`config.mk`:
```
export PLATFORM = sky130hd
export DESIGN_NAME = zdraw_sdram_wr_arbiter
export DESIGN_NICKNAME = d
export VERILOG_FILES = /design/src/rtl/zdraw_sdram_wr_arbiter.sv
export SDC_FILE = /design/constraint.sdc
export NUM_CORES = 1
export LEC_CHECK = 0
export ABC_CLOCK_PERIOD_IN_PS = 4300
export CORE_MARGIN = 1.5
export CORE_UTILIZATION = 27
export CTS_CLUSTER_DIAMETER = 50
export DETAILED_ROUTE_END_ITERATION = 8
export HOLD_SLACK_MARGIN = 0.06
export SLEW_MARGIN = 30
export SYNTH_ARGS = -nofsm -noshare
export SYNTH_HDL_FRONTEND = slang
export SYNTH_SLANG_ARGS = --single-unit
```
`constraint.sdc`:
```
create_clock -name clk -period 4.3 [get_ports clk]
set_clock_uncertainty 0.05 [all_clocks]
set_input_delay 0.43 -clock clk [delete_from_list [all_inputs] [get_ports clk]]
set_output_delay 0.43 -clock clk [all_outputs]
set_load 0.1 [all_outputs]
```
`src/rtl/zdraw_sdram_wr_arbiter.sv`:
```
// zdraw_sdram_wr_arbiter
// Round-robin arbiter sharing the single 4-word-burst SDRAM write port among
// the draw engines. The winner's address and data are latched on the grant
// edge, the controller request is held until write-done (or a watchdog
// timeout), and a one-cycle done pulse is then returned to the winner.
//
// Ports:
//   clk, rst            clock, asynchronous active-high reset
//   iReq                per-requester burst request (level, held until oDone)
//   iAddr / iData       per-requester burst address / 4 data words (word1 = LSB)
//   oGrant              one-hot owner of the write port, zero when idle
//   oDone               one-cycle completion pulse to the owner
//   oSDRAM_Wr_Addr      registered address to the controller
//   oSDRAM_Wr_Data1..4  registered data words to the controller
//   oSDRAM_Wr_Req       write request to the controller (level)
//   iSDRAM_Wr_Done      controller write-done
//   oBusy               high while a burst is in flight or being released
//   oErr / oErr_Src     sticky timeout flag and the requester that caused it
module zdraw_sdram_wr_arbiter #(
    parameter int NUM_REQ = 3,
    parameter int ADDR_W  = 24,
    parameter int DATA_W  = 16,
    parameter int TIMEOUT = 4096
) (
    input  logic                        clk,
    input  logic                        rst,
    input  logic [NUM_REQ-1:0]          iReq,
    input  logic [NUM_REQ*ADDR_W-1:0]   iAddr,
    input  logic [NUM_REQ*4*DATA_W-1:0] iData,
    output logic [NUM_REQ-1:0]          oGrant,
    output logic [NUM_REQ-1:0]          oDone,
    output logic [ADDR_W-1:0]           oSDRAM_Wr_Addr,
    output logic [DATA_W-1:0]           oSDRAM_Wr_Data1,
    output logic [DATA_W-1:0]           oSDRAM_Wr_Data2,
    output logic [DATA_W-1:0]           oSDRAM_Wr_Data3,
    output logic [DATA_W-1:0]           oSDRAM_Wr_Data4,
    output logic                        oSDRAM_Wr_Req,
    input  logic                        iSDRAM_Wr_Done,
    output logic                        oBusy,
    output logic                        oErr,
    output logic [1:0]                  oErr_Src
);

    localparam int IDX_W = (NUM_REQ > 2) ? 2 : 1;
    localparam int CNT_W = (TIMEOUT > 2) ? $clog2(TIMEOUT) : 1;
    localparam logic [IDX_W-1:0] LAST_IDX = IDX_W'(NUM_REQ - 1);
    localparam logic [CNT_W-1:0] CNT_LAST = CNT_W'(TIMEOUT - 1);

    typedef enum logic [1:0] {IDLE, BUSY, RELEASE} state_t;

    state_t            state, stateNext;
    logic [IDX_W-1:0]  ptr, owner, winner, cand;
    logic [IDX_W:0]    candSum;
    logic              anyReq;
    logic [CNT_W-1:0]  cnt;
    logic              timeUp, finish;

    logic [ADDR_W-1:0]   addrArr [NUM_REQ];
    logic [4*DATA_W-1:0] dataArr [NUM_REQ];

    for (genvar g = 0; g < NUM_REQ; g++) begin : gUnpack
        assign addrArr[g] = iAddr[g*ADDR_W +: ADDR_W];
        assign dataArr[g] = iData[g*4*DATA_W +: 4*DATA_W];
    end

    // Round-robin search. Offsets are walked from farthest to nearest so the
    // requester closest to ptr (in wrap order) is the last one to win.
    always_comb begin
        winner  = ptr;
        anyReq  = 1'b0;
        cand    = ptr;
        candSum = '0;
        for (int i = NUM_REQ - 1; i >= 0; i--) begin
            candSum = {1'b0, ptr} + (IDX_W+1)'(i);
            if (candSum > {1'b0, LAST_IDX})
                candSum = candSum - (IDX_W+1)'(NUM_REQ);
            cand = candSum[IDX_W-1:0];
            if (iReq[cand]) begin
                winner = cand;
                anyReq = 1'b1;
            end
        end
    end

    // Done beats the watchdog when both land on the same cycle.
    assign timeUp = (cnt == CNT_LAST);
    assign finish = iSDRAM_Wr_Done || timeUp;

    // State register
    always_ff @(posedge clk or posedge rst) begin
        if (rst) state <= IDLE;
        else     state <= stateNext;
    end

    // Next-state logic
    always_comb begin
        stateNext = state;
        case (state)
            IDLE:    if (anyReq) stateNext = BUSY;
            BUSY:    if (finish) stateNext = RELEASE;
            RELEASE: stateNext = IDLE;
            default: stateNext = IDLE;
        endcase
    end

    // Output logic
    always_comb begin
        oBusy = (state != IDLE);
    end

    // Burst latch, handshake and watchdog registers
    always_ff @(posedge clk or posedge rst) begin
        if (rst) begin
            oGrant          <= '0;
            oDone           <= '0;
            oSDRAM_Wr_Addr  <= '0;
            oSDRAM_Wr_Data1 <= '0;
            oSDRAM_Wr_Data2 <= '0;
            oSDRAM_Wr_Data3 <= '0;
            oSDRAM_Wr_Data4 <= '0;
            oSDRAM_Wr_Req   <= 1'b0;
            oErr            <= 1'b0;
            oErr_Src        <= '0;
            ptr             <= '0;
            owner           <= '0;
            cnt             <= '0;
        end else begin
            case (state)
                IDLE: begin
                    if (anyReq) begin
                        oSDRAM_Wr_Addr  <= addrArr[winner];
                        oSDRAM_Wr_Data1 <= dataArr[winner][0*DATA_W +: DATA_W];
                        oSDRAM_Wr_Data2 <= dataArr[winner][1*DATA_W +: DATA_W];
                        oSDRAM_Wr_Data3 <= dataArr[winner][2*DATA_W +: DATA_W];
                        oSDRAM_Wr_Data4 <= dataArr[winner][3*DATA_W +: DATA_W];
                        oSDRAM_Wr_Req   <= 1'b1;
                        oGrant          <= NUM_REQ'(1) << winner;
                        owner           <= winner;
                        cnt             <= '0;
                    end
                end
                BUSY: begin
                    cnt <= cnt + 1'b1;
                    if (finish) begin
                        oSDRAM_Wr_Req <= 1'b0;
                        oDone         <= oGrant;
                        ptr           <= (owner == LAST_IDX) ? '0 : owner + 1'b1;
                        if (!iSDRAM_Wr_Done) begin
                            oErr     <= 1'b1;
                            oErr_Src <= 2'(owner);
                        end
                    end
                end
                RELEASE: begin
                    oDone  <= '0;
                    oGrant <= '0;
                end
                default: ;
            endcase
        end
    end

endmodule

```
==> results of run 1 <==
metal layers:
metal | vias up | track usage (%) | share of wire [%]
met5 | - | 0 | 0
met4 | 0 | 6.26 | 1.6
met3 | 19 | 5.14 | 6.3
met2 | 213 | 32.2 | 51
met1 | 2898 | 22.3 | 41
li1 | 2958 | - | -
final timing paths:
kind	slack (ns)	to	start	depth (start not counted)
worst max-delay path	0.92	oSDRAM_Wr_Addr[18]$_DFFE_PP0P_	ptr[1]$_DFFE_PP0P_	9
worst min-delay path	0.41	oErr$_DFFE_PP0P_	oErr$_DFFE_PP0P_	1
worst max register to register	0.92	oSDRAM_Wr_Addr[18]$_DFFE_PP0P_	ptr[1]$_DFFE_PP0P_	9
worst min register to register	0.41	oErr$_DFFE_PP0P_	oErr$_DFFE_PP0P_	1
max in group asynchronous	2.96	oSDRAM_Wr_Data4[12]$_DFFE_PP0P_	rst	3
min in group asynchronous	0.46	oSDRAM_Wr_Data1[1]$_DFFE_PP0P_	rst	2
through the flow:
stage	area, sq um	worst slack (ns)	hold slack [ns]	utilization, %
floorplan	6300	0.748	0.393	-
global placement	10200	0.861	0.404	44.9
detailed placement	10200	0.821	0.407	44.7
CTS	10800	0.890	0.421	47.6
global route	10800	0.617	0.425	47.5
finish	10800	0.925	0.411	47.5
kinds of logic (layout without fill, tap and decap cells):
family	after synthesis	after routing	synth area share, %
AND/OR/NAND/NOR	153	153	10.4
buffers and inverters	142	505	10.1
AO/OA/AOI/OAI	134	134	17.7
flip-flops	116	116	46.0
multiplexers	91	91	14.5
adder cells (fa/ha/maj)	4	4	0.794
XOR/XNOR	3	3	0.417
registers in the layout, indices dropped and copies added (netlist names):
name and count:
oDone 3, state 2, oErr 1, oSDRAM_Wr_Addr 24, oSDRAM_Wr_Data1 16, oGrant 3
ptr 2, oSDRAM_Wr_Req 1, oErr_Src 2, oSDRAM_Wr_Data4 16, oSDRAM_Wr_Data3 16, owner 2
oSDRAM_Wr_Data2 16, cnt 12
cells in the mapped netlist, types with 3 or more instances:
library cell and n:
inv_1 96, nor2_1 8, a21oi_1 7, nand3_1 12, buf_6 3, o221ai_2 9, and3_1 4, dfrtp_1 116
o21ai_0 23, nand2b_1 6, buf_4 10, ha_1 4, mux2i_1 90, and2_1 4, nand2_1 109, o221ai_1 79
clkbuf_1 5, o31ai_1 3, buf_2 27
worst register-to-register path: cells and delay by family (launching register included):
family / cells / cell delay (ns)
adder cells (fa/ha/maj): 1 / 0.31
buffers and inverters: 3 / 0.90
AO/OA/AOI/OAI: 3 / 0.79
flip-flops: 1 / 0.42
multiplexers: 1 / 0.23
AND/OR/NAND/NOR: 1 / 0.52
layout make-up:
class | count | area, sq um
well taps | 313 | 392
multi-input cells | 385 | 2790
flip-flops and latches | 116 | 2900
repair buffers | 377 | 3740
fillers | 2171 | 12000
inverters | 96 | 363
clock inverters | 14 | 203
clock buffers | 18 | 439
==> metrics.cfg, run 1 <==
[timing]
finalHoldViolCount=0
post-route-min-period_ns=3.38
rsz0062_at_grt=no
finalMaxSlewViolations=0
tns_ns=0
worstMarginPinSlew_ns=1.05
post-route-period-util_pct=78.5
finalSetupViolCount=0
max_freq_mhz=296
relSlewSlack_pct=29.9

[clock_tree]
h-tree-depth=4
clkLatencyLatePin_ns=0.41
cts_tree=yes
cts.sinks=116
cts_buffer_depth=2
cts_root_buf=clkbuf_16
cts_setup_buffers=0
path_clk_slew_ns=0.06
postCtsResizedCells=0
cts_made_buffers=17
holdBufCountCts=0

[floorplan]
start_util_pct=27.7
num_io_pins=369
die-width_microns=156
die_h_microns=156
fp.coreArea_sq_um=22800
rows=55
dieArea_sq_um=24300

[synth]
synth_area_sq_um=6300
yosys.area.top_type=dfrtp_1
avgSynthCellArea_sq_um=9.81
synth_area_leaders=dfrtp_1 46%, mux2i_1 14%, o221ai_1 11%
syn_inst=643
ys_types=39
synth_edf_count=0
ys.flop_type=dfrtp_1
ys_ff_latch=116
synth.yosys.warnings=0
ys_seq_area_share_pct=46.0
async_reset_ff_share_pct=100
synth_fp_nets=917
synth_top_area_share_pct=46.0

[outcome]
status=complete, no violations

[drt]
dr_total_vias=6088
wl_microns=22900
drc=0
viasPerCell=4.62
drtIter0Drc=267
routedWlPerCell_microns=17.4
postRouteAntennaNets=0
firstDrtPassIters=4

[global_routing]
grt_pass1_vias=6109
grt_max_degree=67
antenna_found_initial=0
grt_pass1_wl_microns=34600
overflow=0
grt_usage_pct=18.7

[critical_path]
crit_family=buffers and inverters
cp_data_arrival_time_ns=3.58
critical_path_required_ns=4.50
cp_cell_sequence=inv_1 > ha_1 > mux2i_1 > o211ai_1 > o41ai_4 > buf_4 > or2_4 > buf_12 > o221ai_1
critPathLaunchType=register
critical-path-max-stage-delay_ns=0.52
critPathCaptureType=register
cp_max_fo=59
cpMaxStageDelayCell=or2_4
crit_type=register to register
cp_num_buf_inv=3

[placed_design]
portBuffers=368
dp_hpwl_microns=17000
dp_cells=1287
gp_congestion=0.825

[cells_and_area]
layout_common_cells=359 x clkdlybuf4s50_1, 116 x dfrtp_1, 109 x nand2_1
drive_gt1_share_pct=6.56
diodes=0
final_common_cell=clkdlybuf4s50_1
nNetsFinal=1267
syn2layout_area_growth_pct=71.7
stdcell_count=1319

[job]
cap_violations=0

[hold_path]
hp-class=register to register

Power of run 1 is not shown: default switching activity piles up to over one toggle a cycle in this logic, so the estimate is an artifact.
==> run 2: changes to the inputs <==
Settings changed: ABC_CLOCK_PERIOD_IN_PS 4300 to 3400.
Clock period 4.3 ns to 3.4 ns, I/O delays scaled along.
==> metrics.cfg, run 2 (synthesis results as in run 1) <==
[floorplan]
rows=55  ; unchanged
die-width_microns=156  ; unchanged
num_io_pins=369  ; unchanged
dieArea_sq_um=24300  ; unchanged
die_h_microns=156  ; unchanged
start_util_pct=27.7  ; unchanged
fp.coreArea_sq_um=22800  ; unchanged

[global_routing]
overflow=0  ; unchanged
grt_pass1_vias=6160  ; +0.83%
antenna_found_initial=0  ; unchanged
grt_usage_pct=19.1  ; +0.44 points
grt_pass1_wl_microns=35600  ; +3.1%
grt_max_degree=117  ; +75%

[timing]
relSlewSlack_pct=30.8  ; +0.87 points
rsz0062_at_grt=no
post-route-period-util_pct=86.9  ; +8.4 points
holdWs_ns=0.409  ; -0.00174 ns
post-route-min-period_ns=2.95  ; -0.422 ns
finalHoldViolCount=0  ; unchanged
finalSetupViolCount=0  ; unchanged
worstMarginPinSlew_ns=1.03  ; -0.0130 ns
max_freq_mhz=339  ; +14%
tns_ns=0  ; unchanged
finalMaxSlewViolations=0  ; unchanged

[clock_tree]
cts_setup_buffers=0  ; unchanged
cts_buffer_depth=2  ; unchanged
holdBufCountCts=0  ; unchanged
postCtsResizedCells=0  ; unchanged
cts.sinks=116  ; unchanged
cts_made_buffers=17  ; unchanged
h-tree-depth=4  ; unchanged
cts_root_buf=clkbuf_16
cts_tree=yes
path_clk_slew_ns=0.06  ; about the same
clkLatencyLatePin_ns=0.41  ; about the same

[drt]
wl_microns=23300  ; +1.8%
viasPerCell=4.66  ; +1.0%
drtIter0Drc=273  ; +2.2%
dr_total_vias=6158  ; +1.1%
routedWlPerCell_microns=17.7  ; +1.7%
firstDrtPassIters=4  ; unchanged
postRouteAntennaNets=0  ; unchanged
drc=0  ; unchanged

[job]
cap_violations=0  ; unchanged

[cells_and_area]
syn2layout_area_growth_pct=72.1
largest_register_ffs=24  ; unchanged
layout_common_cells=363 x clkdlybuf4s50_1, 116 x dfrtp_1, 109 x nand2_1
diodes=0  ; unchanged
largest-register=oSDRAM_Wr_Addr
final_common_cell=clkdlybuf4s50_1
drive_gt1_share_pct=6.35  ; -0.21 points
nNetsFinal=1269  ; +0.16%

[outcome]
status=complete, no violations

[critical_path]
critPathLaunchType=register
worstRegToRegCells=9  ; unchanged
crit_type=register to register
critPathCaptureType=register
critical_path_required_ns=3.63  ; -0.87 ns
regToRegStartpoint=ptr[0]$_DFFE_PP0P_
rr_endpoint=oSDRAM_Wr_Addr[14]$_DFFE_PP0P_
cp_max_fo=43  ; -27%
reg2reg_slack_ns=0.45  ; -0.48 ns
cp_data_arrival_time_ns=3.18  ; -0.40 ns

[placed_design]
dp_hpwl_microns=16800  ; -1.0%
portBuffers=368  ; unchanged
gp_congestion=0.844  ; +2.4%

[hold_path]
hp-class=primary input to async pin

[run 2: cell types whose count changed in the layout (fill, tap and decap cells not counted), sizes merged]
cell and change:
clkdlybuf4s50 +4, buf -2, bufinv -2, clkinvlp +2
[run 2: how the worst max path moves through the flow]
stage	startpoint	end	slack, ns	cells past startpoint
final	ptr[0]$_DFFE_PP0P_	oSDRAM_Wr_Addr[14]$_DFFE_PP0P_	0.45	9
after global routing	ptr[0]$_DFFE_PP0P_	oSDRAM_Wr_Data4[7]$_DFFE_PP0P_	0.23	9
after CTS	ptr[0]$_DFFE_PP0P_	oSDRAM_Wr_Addr[14]$_DFFE_PP0P_	0.43	9
after detailed placement	iReq[2]	oSDRAM_Wr_Addr[14]$_DFFE_PP0P_	0.38	8
after global placement	iReq[2]	oSDRAM_Wr_Data4[9]$_DFFE_PP0P_	0.46	8
after floorplan	ptr[0]$_DFFE_PP0P_	oSDRAM_Wr_Data4[10]$_DFFE_PP0P_	0.98	12
[run 2: cell type report]
cell class / count / area, sq um
sequential: 116 / 2900
clock buffer: 18 / 439
inverter: 96 / 364
clock inverter: 14 / 153
multi-input combinational: 385 / 2790
timing repair buffer: 379 / 3820
tap: 313 / 392
fill: 2130 / 11900
[run 2: stage by stage]
step / instances / util [%] / instance area, sq um / setup WS, ns
after floorplan: 643 / - / 6310 / 0.982
after global placement: 1289 / 45.2 / 10300 / 0.459
after CTS: 1321 / 47.6 / 10900 / 0.429
final: 1321 / 47.6 / 10900 / 0.447
after detailed placement: 1289 / 45.0 / 10300 / 0.383
after global routing: 1321 / 47.6 / 10900 / 0.231
[run 2: routing by layer]
layer  up-vias  global-route usage (%)  part of all wire (%)
met3        18                    5.00                   6.2
met4         0                    5.22                   1.3
met1      2943                    23.9                    42
met5         -                       0                     0
met2       238                    32.4                    50
li1       2959                       -                     -
[run 2: worst max-delay path, stage by stage, from the launching register on]
cell and delay (ns):
dfrtp_1 0.34, inv_1 0.08, ha_1 0.46, and3b_1 0.29
nor2_1 0.06, a21o_1 0.21, o21bai_4 0.50, buf_12 0.33
mux2i_1 0.26, o221ai_1 0.14
Power of run 2 is left out for the same reason.
==> run 3: changes to the inputs <==
Settings changed: ABC_AREA set to 1, ABC_CLOCK_PERIOD_IN_PS 3400 to 2850.
Clock period 3.4 ns to 2.85 ns, I/O delays scaled along.
==> metrics.cfg, run 3 <==
[floorplan]
dieArea_sq_um=30400  ; +25%
die_h_microns=174  ; +12%
rows=62  ; +13%
start_util_pct=27.5  ; -0.14 points
die-width_microns=174  ; +12%
num_io_pins=369  ; unchanged
fp.coreArea_sq_um=28800  ; +26%

[placed_design]
dp_hpwl_microns=22000  ; +31%
pre_cts_ws_ns=0.340  ; -0.0434 ns
gp_congestion=0.843  ; -0.12%
dp_cells=1932  ; +50%
portBuffers=368  ; unchanged

[synth]
synth_fp_nets=1514  ; +65%
ys_ff_latch=116  ; unchanged
ys_types=26  ; -33%
synth_area_leaders=dfrtp_1 37%, inv_1 13%, nand3_1 13%
synth_edf_count=0  ; unchanged
yosys.area.top_type=dfrtp_1
synth_most_common_cell=inv_1
synthTopCellsByCount=283 x inv_1, 231 x nand2_1, 204 x nand3_1
async_reset_ff_share_pct=100  ; unchanged
avgSynthCellArea_sq_um=6.39  ; -35%
ys_seq_area_share_pct=36.6  ; -9.4 points
syn_inst=1240  ; +93%
synth_top_area_share_pct=36.6  ; -9.4 points
synth.yosys.warnings=0  ; unchanged
ys.flop_type=dfrtp_1
synth_area_sq_um=7930  ; +26%

[cells_and_area]
largest_register_ffs=24  ; unchanged
stdcell_count=1966  ; +49%
drive_gt1_share_pct=10.8  ; +4.4 points
final_common_cell=inv_1
syn2layout_area_growth_pct=56.4
fillers=3014  ; +42%
nNetsFinal=1841  ; +45%
largest-register=oSDRAM_Wr_Addr
layout_common_cells=282 x inv_1, 269 x clkdlybuf4s50_1, 230 x nand2_1

[critical_path]
critPathLaunchType=register
crit_type=register to register
critical_path_required_ns=3.10  ; -0.53 ns
cp_max_fo=25  ; -42%
critPathCaptureType=register
worstRegToRegCells=14  ; +5
reg2reg_slack_ns=0.33  ; -0.12 ns
regToRegStartpoint=ptr[1]$_DFFE_PP0P_
rr_endpoint=oSDRAM_Wr_Addr[16]$_DFFE_PP0P_
cp_data_arrival_time_ns=2.78  ; -0.40 ns

[clock_tree]
h-tree-depth=4  ; unchanged
cts_tree=yes
holdBufCountCts=0  ; unchanged
cts_made_buffers=17  ; unchanged
postCtsResizedCells=0  ; unchanged
cts_setup_buffers=0  ; unchanged
clkLatencyLatePin_ns=0.42  ; about the same
cts.sinks=116  ; unchanged
cts_buffer_depth=2  ; unchanged
cts_root_buf=clkbuf_16
path_clk_slew_ns=0.06  ; about the same

[drt]
routedWlPerCell_microns=15.5  ; -12%
wl_met2_microns=14200  ; +22%
drtIter0Drc=582  ; +110%
drc=0  ; unchanged
viasPerCell=4.67  ; +0.10%
firstDrtPassIters=4  ; unchanged
wl_microns=30400  ; +31%
wl_met1_microns=13600  ; +37%
postRouteAntennaNets=0  ; unchanged
dr_total_vias=9174  ; +49%
wl_met3_microns=2030  ; +39%
routed.top_layer=met4

[timing]
finalSetupViolCount=0  ; unchanged
tns_ns=0  ; unchanged
post-route-min-period_ns=2.52  ; -0.428 ns
relSlewSlack_pct=54.2  ; +23 points
worstMarginPinSlew_ns=0.687  ; -0.347 ns
max_freq_mhz=396  ; +17%
post-route-period-util_pct=88.6  ; +1.7 points
finalMaxSlewViolations=0  ; unchanged
finalHoldViolCount=0  ; unchanged
layout_setup_ws_ns=0.325  ; -0.122 ns
rsz0062_at_grt=no

[global_routing]
grt_pass1_vias=8903  ; +45%
grt_max_degree=117  ; unchanged
grt_pass1_wl_microns=48100  ; +35%
antenna_found_initial=2  ; +2
grt_usage_pct=19.9  ; +0.83 points
overflow=0  ; unchanged

[hold_path]
hp-class=primary input to async pin

[job]
cap_violations=0  ; unchanged

[outcome]
status=complete, no violations

## run 3: worst max path at each step
stage                             from                              to  slack (ns)  cells past startpoint
global placement    ptr[1]$_DFFE_PP0P_  oSDRAM_Wr_Data1[0]$_DFFE_PP0P_        0.44                     14
finish              ptr[1]$_DFFE_PP0P_  oSDRAM_Wr_Addr[16]$_DFFE_PP0P_        0.33                     14
floorplan           ptr[0]$_DFFE_PP0P_  oSDRAM_Wr_Data3[0]$_DFFE_PP0P_        0.77                     12
CTS                 ptr[1]$_DFFE_PP0P_  oSDRAM_Wr_Addr[23]$_DFFE_PP0P_        0.33                     14
global route        ptr[1]$_DFFE_PP0P_  oSDRAM_Wr_Addr[18]$_DFFE_PP0P_        0.04                     14
detailed placement  ptr[1]$_DFFE_PP0P_  oSDRAM_Wr_Addr[23]$_DFFE_PP0P_        0.34                     14
## run 3: area by class of cell
class                      instances  area, sq um  share of cell area [%]
antenna                            2         5.00                  0.0404
clock buffer                      17          425                    3.43
clock inverter                    15          160                    1.29
inverter                         288         1090                    8.79
multi-input combinational        752         3570                    28.8
sequential                       116         2900                    23.4
tap                              384          480                    3.88
timing repair buffer             392         3770                    30.4
## run 3: cells by family (layout without fill, tap and decap cells)
group	count (synthesis)	after routing	share of synthesized area, %
flip-flops	116	116	36.6
AND/OR/NAND/NOR	629	629	36.0
adder cells (fa/ha/maj)	4	4	0.631
AO/OA/AOI/OAI	118	118	7.77
multiplexers	1	1	0.126
buffers and inverters	372	712	18.9
other	0	2	0
## run 3: worst max-delay path: stages (launching register included)
cell     delay (ns)
dfrtp_1        0.41
inv_1          0.08
ha_1           0.30
inv_2          0.12
nand2_1        0.07
nand3_1        0.09
nand2_1        0.23
inv_2          0.12
nand4_1        0.09
nand2_1        0.12
inv_6          0.22
buf_4          0.30
nand2_1        0.08
inv_1          0.06
a21oi_1        0.06
## run 3: layer usage
layer,up-vias,global-route usage (%)
li1,4560,-
met1,4226,25.6
met2,350,32.9
met3,38,4.40
met4,0,6.86
met5,-,0
## run 3: stage by stage
stage / util (%) / instance area [sq um] / hold slack (ns)
6_report: 43.1 / 12400 / 0.360
5_1_grt: 43.1 / 12400 / 0.385
4_1_cts: 43.1 / 12400 / 0.379
3_5_place_dp: 41.0 / 11800 / 0.415
3_3_place_gp: 41.0 / 11800 / 0.409
2_1_floorplan: - / 7930 / 0.396
Power of run 3 is left out for the same reason.
